`config.mk`:
```
export PLATFORM = sky130hd
export DESIGN_NAME = neuron_accumulator
export DESIGN_NICKNAME = d
export VERILOG_FILES = /design/src/rtl/neuron_accumulator.sv
export SDC_FILE = /design/constraint.sdc
export NUM_CORES = 1
export LEC_CHECK = 0
export CORE_UTILIZATION = 45
export CTS_BUF_LIST = sky130_fd_sc_hd__clkbuf_8
export CTS_CLUSTER_DIAMETER = 200
export DETAILED_ROUTE_END_ITERATION = 6
export HOLD_SLACK_MARGIN = 0.06
export MAX_ROUTING_LAYER = met4
export PLACE_DENSITY_LB_ADDON = 0.1
export SLEW_MARGIN = 30
export SYNTH_ARGS = -nofsm -noshare
export SYNTH_HDL_FRONTEND = slang
export SYNTH_SLANG_ARGS = --single-unit
```
`constraint.sdc`:
```
create_clock -name Clock -period 5.2 [get_ports Clock]
set_input_delay 1.04 -clock Clock [delete_from_list [all_inputs] [get_ports Clock]]
set_output_delay 1.04 -clock Clock [all_outputs]
set_load 0.05 [all_outputs]
```
`src/rtl/neuron_accumulator.sv`:
```
// Floating-point (1/6/12) accumulator feeding the sigmoid stage: sums TERMS products per neuron.
// Optional macro NEURON_BIAS_EN adds Bias* inputs that seed the accumulator instead of zero.
module neuron_accumulator #(
  parameter int unsigned TERMS = 4
) (
  input  logic        Clock,
  input  logic        ResetN,
  input  logic        TermValid,
  output logic        TermReady,
  input  logic        TermSign,
  input  logic [5:0]  TermExponent,
  input  logic [11:0] TermMantissa,
`ifdef NEURON_BIAS_EN
  input  logic        BiasSign,
  input  logic [5:0]  BiasExponent,
  input  logic [11:0] BiasMantissa,
`endif
  output logic        SumSign,
  output logic [5:0]  SumExponent,
  output logic [11:0] SumMantissa,
  output logic        SumValid
);

  typedef enum logic [2:0] {ST_IDLE, ST_ALIGN, ST_ADD, ST_NORM, ST_DONE} state_t;

  typedef struct packed {
    logic        sign;
    logic [5:0]  exp;
    logic [11:0] man;
  } fp_t;

  localparam logic [7:0] TERMS_CNT = 8'(TERMS);

  state_t      state, state_next;
  fp_t         term, acc, sum, acc_init, norm;
  logic [7:0]  cnt, cnt_inc;
  logic        sum_valid;

  // Pipeline registers between ALIGN, ADD and NORM
  logic        big_sign, sub_op, res_sign;
  logic [5:0]  big_exp, res_exp;
  logic [12:0] big_sig, small_sig;
  logic [13:0] sum_raw;

`ifdef NEURON_BIAS_EN
  assign acc_init = '{sign: BiasSign, exp: BiasExponent, man: BiasMantissa};
`else
  assign acc_init = '0;
`endif

  assign cnt_inc = cnt + 8'd1;

  function automatic logic [3:0] lead_zeros(input logic [12:0] v);
    lead_zeros = 4'd13;
    for (int i = 0; i <= 12; i++) begin
      if (v[i]) lead_zeros = 4'(12 - i);
    end
  endfunction

  // NOTE: every output of a combinational block gets a default first so no path leaves it unassigned (no latch).
  always_comb begin
    state_next = state;
    TermReady  = 1'b0;
    case (state)
      ST_IDLE: begin
        TermReady = 1'b1;
        if (TermValid) state_next = ST_ALIGN;
      end
      ST_ALIGN: state_next = ST_ADD;
      ST_ADD:   state_next = ST_NORM;
      ST_NORM:  state_next = (cnt_inc == TERMS_CNT) ? ST_DONE : ST_IDLE;
      ST_DONE:  state_next = ST_IDLE;
      default:  state_next = ST_IDLE;
    endcase
  end

  // Alignment: a zero operand (exponent 0) contributes a zero significand.
  logic        acc_ge;
  fp_t         op_big, op_small;
  logic [12:0] op_big_sig, op_small_sig, op_small_sh;
  logic [5:0]  exp_diff;

  always_comb begin
    acc_ge       = {acc.exp, acc.man} >= {term.exp, term.man};
    op_big       = acc_ge ? acc : term;
    op_small     = acc_ge ? term : acc;
    op_big_sig   = (op_big.exp == 6'd0) ? 13'd0 : {1'b1, op_big.man};
    op_small_sig = (op_small.exp == 6'd0) ? 13'd0 : {1'b1, op_small.man};
    exp_diff     = op_big.exp - op_small.exp;
    op_small_sh  = (exp_diff >= 6'd13) ? 13'd0 : (op_small_sig >> exp_diff);
  end

  // Normalisation with truncation, underflow to canonical zero and saturation on overflow.
  logic [3:0]         lzc;
  logic signed [7:0]  norm_exp;
  logic [11:0]        norm_man;

  always_comb begin
    lzc  = lead_zeros(sum_raw[12:0]);
    norm = '0;
    if (sum_raw[13]) begin
      norm_exp = $signed({2'b00, res_exp}) + 8'sd1;
      norm_man = sum_raw[12:1];
    end else begin
      norm_exp = $signed({2'b00, res_exp}) - $signed({4'b0000, lzc});
      norm_man = sum_raw[11:0] << lzc;
    end
    if (sum_raw == 14'd0 || norm_exp < 8'sd1) begin
      norm = '0;
    end else if (norm_exp > 8'sd63) begin
      norm = '{sign: res_sign, exp: 6'd63, man: 12'hfff};
    end else begin
      norm = '{sign: res_sign, exp: norm_exp[5:0], man: norm_man};
    end
  end

  // NOTE: state is updated with non-blocking assignments so every register samples pre-edge values.
  always_ff @(posedge Clock) begin
    if (!ResetN) begin
      state     <= ST_IDLE;
      acc       <= acc_init;
      cnt       <= 8'd0;
      sum       <= '0;
      sum_valid <= 1'b0;
      term      <= '0;
      big_sign  <= 1'b0;
      sub_op    <= 1'b0;
      big_exp   <= 6'd0;
      big_sig   <= 13'd0;
      small_sig <= 13'd0;
      res_sign  <= 1'b0;
      res_exp   <= 6'd0;
      sum_raw   <= 14'd0;
    end else begin
      state     <= state_next;
      sum_valid <= 1'b0;
      case (state)
        ST_IDLE: begin
          if (TermValid) term <= '{sign: TermSign, exp: TermExponent, man: TermMantissa};
        end
        ST_ALIGN: begin
          big_sign  <= op_big.sign;
          big_exp   <= op_big.exp;
          big_sig   <= op_big_sig;
          small_sig <= op_small_sh;
          sub_op    <= acc.sign ^ term.sign;
        end
        ST_ADD: begin
          res_sign <= big_sign;
          res_exp  <= big_exp;
          sum_raw  <= sub_op ? ({1'b0, big_sig} - {1'b0, small_sig})
                             : ({1'b0, big_sig} + {1'b0, small_sig});
        end
        ST_NORM: begin
          acc <= norm;
          cnt <= cnt_inc;
        end
        ST_DONE: begin
          sum       <= acc;
          sum_valid <= 1'b1;
          acc       <= acc_init;
          cnt       <= 8'd0;
        end
        default: ;
      endcase
    end
  end

  assign SumSign     = sum.sign;
  assign SumExponent = sum.exp;
  assign SumMantissa = sum.man;
  assign SumValid    = sum_valid;

endmodule

```
==> results of run 1 <==
## per-layer routing
metal | up-vias | routed length, µm | track usage
li1 | 3877 | - | -
met1 | 3605 | 11400 | 0.374
met2 | 199 | 10500 | 0.413
met3 | 35 | 1110 | 0.0421
met4 | 0 | 461 | 0.0840
met5 | - | 0 | -
## synthesized netlist by cell type, types with 8 or more instances
cell,number,area [µm²]
sky130_fd_sc_hd__nand2_1,210,788
sky130_fd_sc_hd__a21oi_1,139,696
sky130_fd_sc_hd__dfxtp_1,124,2480
sky130_fd_sc_hd__nor2_1,88,330
sky130_fd_sc_hd__clkbuf_1,62,233
sky130_fd_sc_hd__inv_1,49,184
sky130_fd_sc_hd__o21ai_0,43,215
sky130_fd_sc_hd__ha_1,41,513
sky130_fd_sc_hd__nand3_1,22,110
sky130_fd_sc_hd__mux2i_1,21,210
sky130_fd_sc_hd__xnor2_1,21,184
sky130_fd_sc_hd__nor3_1,16,80.1
sky130_fd_sc_hd__a311oi_1,13,114
sky130_fd_sc_hd__a211oi_1,12,90.1
sky130_fd_sc_hd__and3_1,11,68.8
sky130_fd_sc_hd__a31oi_1,9,56.3
sky130_fd_sc_hd__nor2b_1,9,56.3
sky130_fd_sc_hd__o21a_1,9,67.6
sky130_fd_sc_hd__xor2_1,9,78.8
sky130_fd_sc_hd__a22oi_1,8,60.1
sky130_fd_sc_hd__nor4_1,8,50.1
sky130_fd_sc_hd__o211ai_1,8,60.1
## per-stage QoR
step | hold WS [ps] | setup WS (ps) | instance area [µm²] | util | std cells
2_1_floorplan | 432 | 958 | 8140 | - | 1086
3_3_place_gp | 439 | 803 | 8660 | 0.496 | 1295
3_5_place_dp | 444 | 741 | 8670 | 0.496 | 1297
4_1_cts | 457 | 711 | 9080 | 0.520 | 1329
5_1_grt | 477 | 243 | 9080 | 0.520 | 1329
6_report | 454 | 713 | 9080 | 0.520 | 1329
## state kept, by name (all words and copies together), names as in the netlist, 8 cells and up
register     flops
sum_raw         14
cnt              8
small_sig       13
SumMantissa     12
big_sig         13
term            19
acc             19
## logic make-up (layout without fill, tap and decap cells)
kind of cell             Yosys count  in the layout  synth area share
AO/OA/AOI/OAI                    327            327             0.263
flip-flops                       124            124             0.305
XOR/XNOR                          30             30            0.0323
AND/OR/NAND/NOR                  407            407             0.224
buffers and inverters            123            141            0.0603
multiplexers                      32             32            0.0480
adder cells (fa/ha/maj)           43             43            0.0679
## critical path: cells and delay by family (launching register included)
family,cells,cell delay (ps)
buffers and inverters,2,160
muxes,1,320
AOI/OAI and AO/OA,7,1200
DFF,1,440
adders and majority gates,2,760
and+or+nand+nor,7,1490
## worst min path at each step
| stage | start | end | slack [ps] | cells after the start |
|---|---|---|---|---|
| 6_report | big_exp[1] | res_exp[1] | 450 | 2 |
| 3_3_place_gp | big_exp[1] | res_exp[1] | 440 | 2 |
| 5_1_grt | big_exp[1] | res_exp[1] | 480 | 2 |
| 2_1_floorplan | big_sign | res_sign | 430 | 2 |
| 3_5_place_dp | big_exp[1] | res_exp[1] | 440 | 2 |
| 4_1_cts | big_exp[1] | res_exp[1] | 460 | 2 |
## report_power, final
group	switching [mW]	total (mW)	internal (mW)
registers	0.0536	1.03	0.979
clock network	0.444	0.892	0.448
logic	0.434	0.694	0.260
## cell type report
class | instances | share of cell area
Clock inverter | 14 | 0.0176
Inverter | 49 | 0.0204
Sequential cell | 124 | 0.273
Multi-Input combinational cell | 839 | 0.570
Timing Repair Buffer | 60 | 0.0606
Tap cell | 225 | 0.0310
Clock buffer | 18 | 0.0273
==> results.tsv, run 1 <==
metric	value	unit
run status	finished clean	
CTS Buf Count	17	
end of the worst register-to-register path	small_sig[2]	
worst-skew pair later-pin latency	460	ps
setup tns final	0	ps
effective utilization at floorplan	0.466	
crit path cell chain	inv_1, ha_1, nand4_4, or3_4, nor3_4, a21oi_4, nand2_4, nor2_1, a21oi_1, ha_1, nor3b_1, o21ai_0, o2111ai_1, inv_1, and3_1, o221a_2, a32oi_1, mux2_1, a32o_1	
post_cts resized	0	
grt ovf	0	
Reg clk slew, reported paths	80	ps
Synth-to-Final Area Change	11.6	%
proportion of synthesized flip-flops having asynchronous set or reset	0	
setup slack of the worst register-to-register path	710	ps
max cap viols	0	
hold violation total from the final report	0	
routed wire length	23500	µm
final antenna diode count	0	
classification of the worst setup path	reg2reg	
TritonCTS clock tree	built	
area taken by multi-input logic gates	5180	µm²
antenna viol nets, final	0	
largest incremental delay on the critical path	530	ps
floorplan row count	48	
worst setup path endpoint	small_sig[2]	
unrepaired setup endpoints after global routing	false	
DRC Markers	0	
total of buffers placed on input and output ports	42	
vias	7716	
post-synthesis sequential element count	124	
most frequent standard cell in the layout excluding fill and tap cells	sky130_fd_sc_hd__nand2_1	
antenna violations before repair	0	
Most used DFF post-synth	sky130_fd_sc_hd__dfxtp_1	
Max Transition Viols Final	0	
slew of the pin with the lowest slew margin	824	ps
WL/cell	17.7	µm
largest voltage drop on the vdd net	179	µV
setup bufs post-CTS	0	
commonest non-fill, non-tap cells in the layout	sky130_fd_sc_hd__nand2_1 (210), sky130_fd_sc_hd__a21oi_1 (139), sky130_fd_sc_hd__dfxtp_1 (124)	
min-delay worst type	reg2reg	
share of synthesized area occupied by flip-flops and latches	0.305	
height of the die	136	µm
Die Outline Area	18600	µm²
number of DRC markers after the initial detailed-route iteration	554	
largest net degree at the start of global routing	71	
global router's overall resource usage	0.274	
cts hold-fix bufs	0	
placed wire-length estimate	17100	µm
Synth Warn #	0	
Pre-Repair DR Iteration Count	5	
number of sinks driven by the clock tree	124	
worst setup path start	term[14]	
leakage component of the power	3.25	nW
synthesized net count	1151	
fill cell instance count of the final layout	1743	
Fmax	0.223	GHz
Post-Synthesis Mean Instance Area	7.49	µm²
FF+latch area	2480	µm²
summed instance area of the synthesized netlist	8140	µm²
Clock Root Buffer	sky130_fd_sc_hd__clkbuf_8	
data required time at the worst endpoint	5550	ps
Via-to-Cell Ratio	5.81	
GP Congestion	0.928	
post-route clock period utilization	0.863	
endpoint class of the critical path	register	
fraction of layout instances using a drive strength above 1	0.0797	
Die X	136	µm
total core area	17500	µm²
post-layout min period	4490	ps
pwr/cell area	288	nW/µm²
via count of the first global-routing pass	7165	
largest clock skew in the final design	18.4	ps
crit path DAT	4830	ps
top fanout value on the critical path	15	
NumNets Final	1156	
Crit-path slowest cell	sky130_fd_sc_hd__ha_1	
final setup vio count	0	
number of unique standard cell types used by synthesis	81	
Final Total Pwr	2.62	mW
maximum clock path buffer count	2	
I/O pins	43	
Max H-tree Level	4	
count of mapped cells out of synthesis	1086	
Critical Path Source Type	register	
cell depth of the worst flop-to-flop path	19	
EDFF count, synth	0	
worst rel slew slack	0.450	
launch instance of the worst register-to-register path	term[14]	
first-pass GRT wire length	38300	µm
No activity file was read; power rests on OpenSTA's default activity.
==> run 2, diff against run 1 <==
- CORE_ASPECT_RATIO: not set -> 1.5
- GPL_TIMING_DRIVEN: not set -> 0
==> results.tsv, run 2 (synthesis results as in run 1) <==
metric	value	unit
cts hold-fix bufs	0	
TritonCTS clock tree	built	
fraction of layout instances using a drive strength above 1	0.0656	
final setup vio count	0	
Worst Setup Slack, final	361	ps
Die Outline Area	18600	µm²
post_cts resized	0	
largest clock skew in the final design	13.2	ps
Hold Path Sink	res_exp[0]	
largest incremental delay on the critical path	450	ps
unrepaired setup endpoints after global routing	false	
endpoint class of the critical path	register	
Max H-tree Level	4	
hold-critical path depth	2	
NumNets Final	1212	
post-layout min period	4840	ps
effective utilization at floorplan	0.465	
most frequent standard cell in the layout excluding fill and tap cells	sky130_fd_sc_hd__nand2_1	
slew of the pin with the lowest slew margin	812	ps
I/O pins	43	
registers with the most flip-flops	acc: 19 flops, term: 19 flops, sum_raw: 14 flops	
vias	8083	
WL/cell	18.7	µm
Final Total Pwr	2.58	mW
setup bufs post-CTS	0	
leakage component of the power	3.26	nW
top fanout value on the critical path	10	
largest net degree at the start of global routing	17	
data required time at the worst endpoint	5560	ps
min-delay worst type	reg2reg	
largest voltage drop on the vdd net	153	µV
worst rel slew slack	0.455	
placed wire-length estimate	19500	µm
Die X	112	µm
Clock Root Buffer	sky130_fd_sc_hd__clkbuf_8	
hold violation total from the final report	0	
commonest non-fill, non-tap cells in the layout	sky130_fd_sc_hd__nand2_1 (210), sky130_fd_sc_hd__a21oi_1 (139), sky130_fd_sc_hd__dfxtp_1 (124)	
total core area	17500	µm²
crit path DAT	5200	ps
Fmax	0.207	GHz
Reg clk slew, reported paths	80	ps
classification of the worst setup path	reg2reg	
global router's overall resource usage	0.293	
Crit-path slowest cell	sky130_fd_sc_hd__dfxtp_1	
antenna violations before repair	0	
maximum clock path buffer count	2	
number of sinks driven by the clock tree	124	
cell family with the largest share of critical-path delay	simple AND/OR/NAND/NOR gates	
number of buffer and inverter stages on the critical path	6	
Synth-to-Final Area Change	13.1	%
launch instance of the worst register-to-register path	term[15]	
GP Congestion	0.943	
post-route clock period utilization	0.931	
final antenna diode count	0	
pwr/cell area	281	nW/µm²
floorplan row count	59	
via count of the first global-routing pass	7750	
crit path cell chain	inv_1, ha_1, buf_4, nand4_4, or3_4, nor3_4, a21oi_4, nand2_4, buf_2, clkbuf_2, nor2_1, a21oi_1, ha_1, nor3b_1, o21ai_0, o2111ai_1, inv_1, and3_1, buf_2, o221a_2, a32oi_1, mux2_1, a32o_1	
cell depth of the worst flop-to-flop path	23	
Pre-Repair DR Iteration Count	6	
routed wire length	25700	µm
max cap viols	0	
Via-to-Cell Ratio	5.89	
DRC Markers	0	
end of the worst register-to-register path	small_sig[2]	
number of DRC markers after the initial detailed-route iteration	485	
setup slack of the worst register-to-register path	360	ps
grt ovf	0	
antenna viol nets, final	0	
CTS Buf Count	17	
startpoint of the lowest-slack hold path	big_exp[0]	
worst-skew pair later-pin latency	470	ps
height of the die	167	µm
total of buffers placed on input and output ports	42	
Critical Path Source Type	register	
run status	finished clean	
first-pass GRT wire length	41300	µm
worst setup slack before clock tree synthesis	276	ps
setup tns final	0	ps
Max Transition Viols Final	0	
-- run 2: worst min-delay path, delay by kind of cell, from the launching register on --
kind | cells | cell delay, ps
compound gates | 1 | 50
flops | 1 | 320
simple gates | 1 | 60
-- run 2: how the worst max path moves through the flow --
| stage | endpoint | startpoint | cells after the start | slack, ps |
|---|---|---|---|---|
| 6_report | small_sig[2] | term[15] | 23 | 360 |
| 5_1_grt | acc[17] | sum_raw[1] | 20 | 50 |
| 4_1_cts | small_sig[2] | term[15] | 23 | 250 |
| 3_5_place_dp | small_sig[2] | term[16] | 23 | 280 |
| 3_3_place_gp | small_sig[2] | term[16] | 23 | 260 |
| 2_1_floorplan | small_sig[2] | term[16] | 23 | 960 |
-- run 2: routing by layer --
metal  part of all wire  up-vias  global-route usage
met3              0.040       64              0.0448
met4              0.039        0               0.140
met1               0.43     3826               0.345
met5                  0        -                   -
met2               0.49      217               0.484
li1                   -     3976                   -
-- run 2: final cells by class --
| type | instances | area [µm²] |
|---|---|---|
| Sequential cell | 124 | 2480 |
| Fill cell | 1761 | 8290 |
| Clock inverter | 14 | 135 |
| Tap cell | 213 | 267 |
| Clock buffer | 17 | 234 |
| Multi-Input combinational cell | 839 | 5170 |
| Inverter | 49 | 184 |
| Buffer | 74 | 308 |
| Timing Repair Buffer | 42 | 420 |
-- run 2: through the flow --
stage | hold WS (ps) | area, µm² | utilization | std cells
finish | 461 | 9200 | 0.526 | 1372
CTS | 462 | 9200 | 0.526 | 1372
global placement | 445 | 8830 | 0.504 | 1341
detailed placement | 449 | 8830 | 0.505 | 1341
global route | 482 | 9200 | 0.526 | 1372
floorplan | 432 | 8140 | - | 1086
-- run 2: power breakdown --
part | internal, mW | total, mW | switching (mW)
Sequential | 0.979 | 1.01 | 0.0322
Clock | 0.383 | 0.825 | 0.442
Combinational | 0.270 | 0.746 | 0.476
Total | 1.63 | 2.58 | 0.951
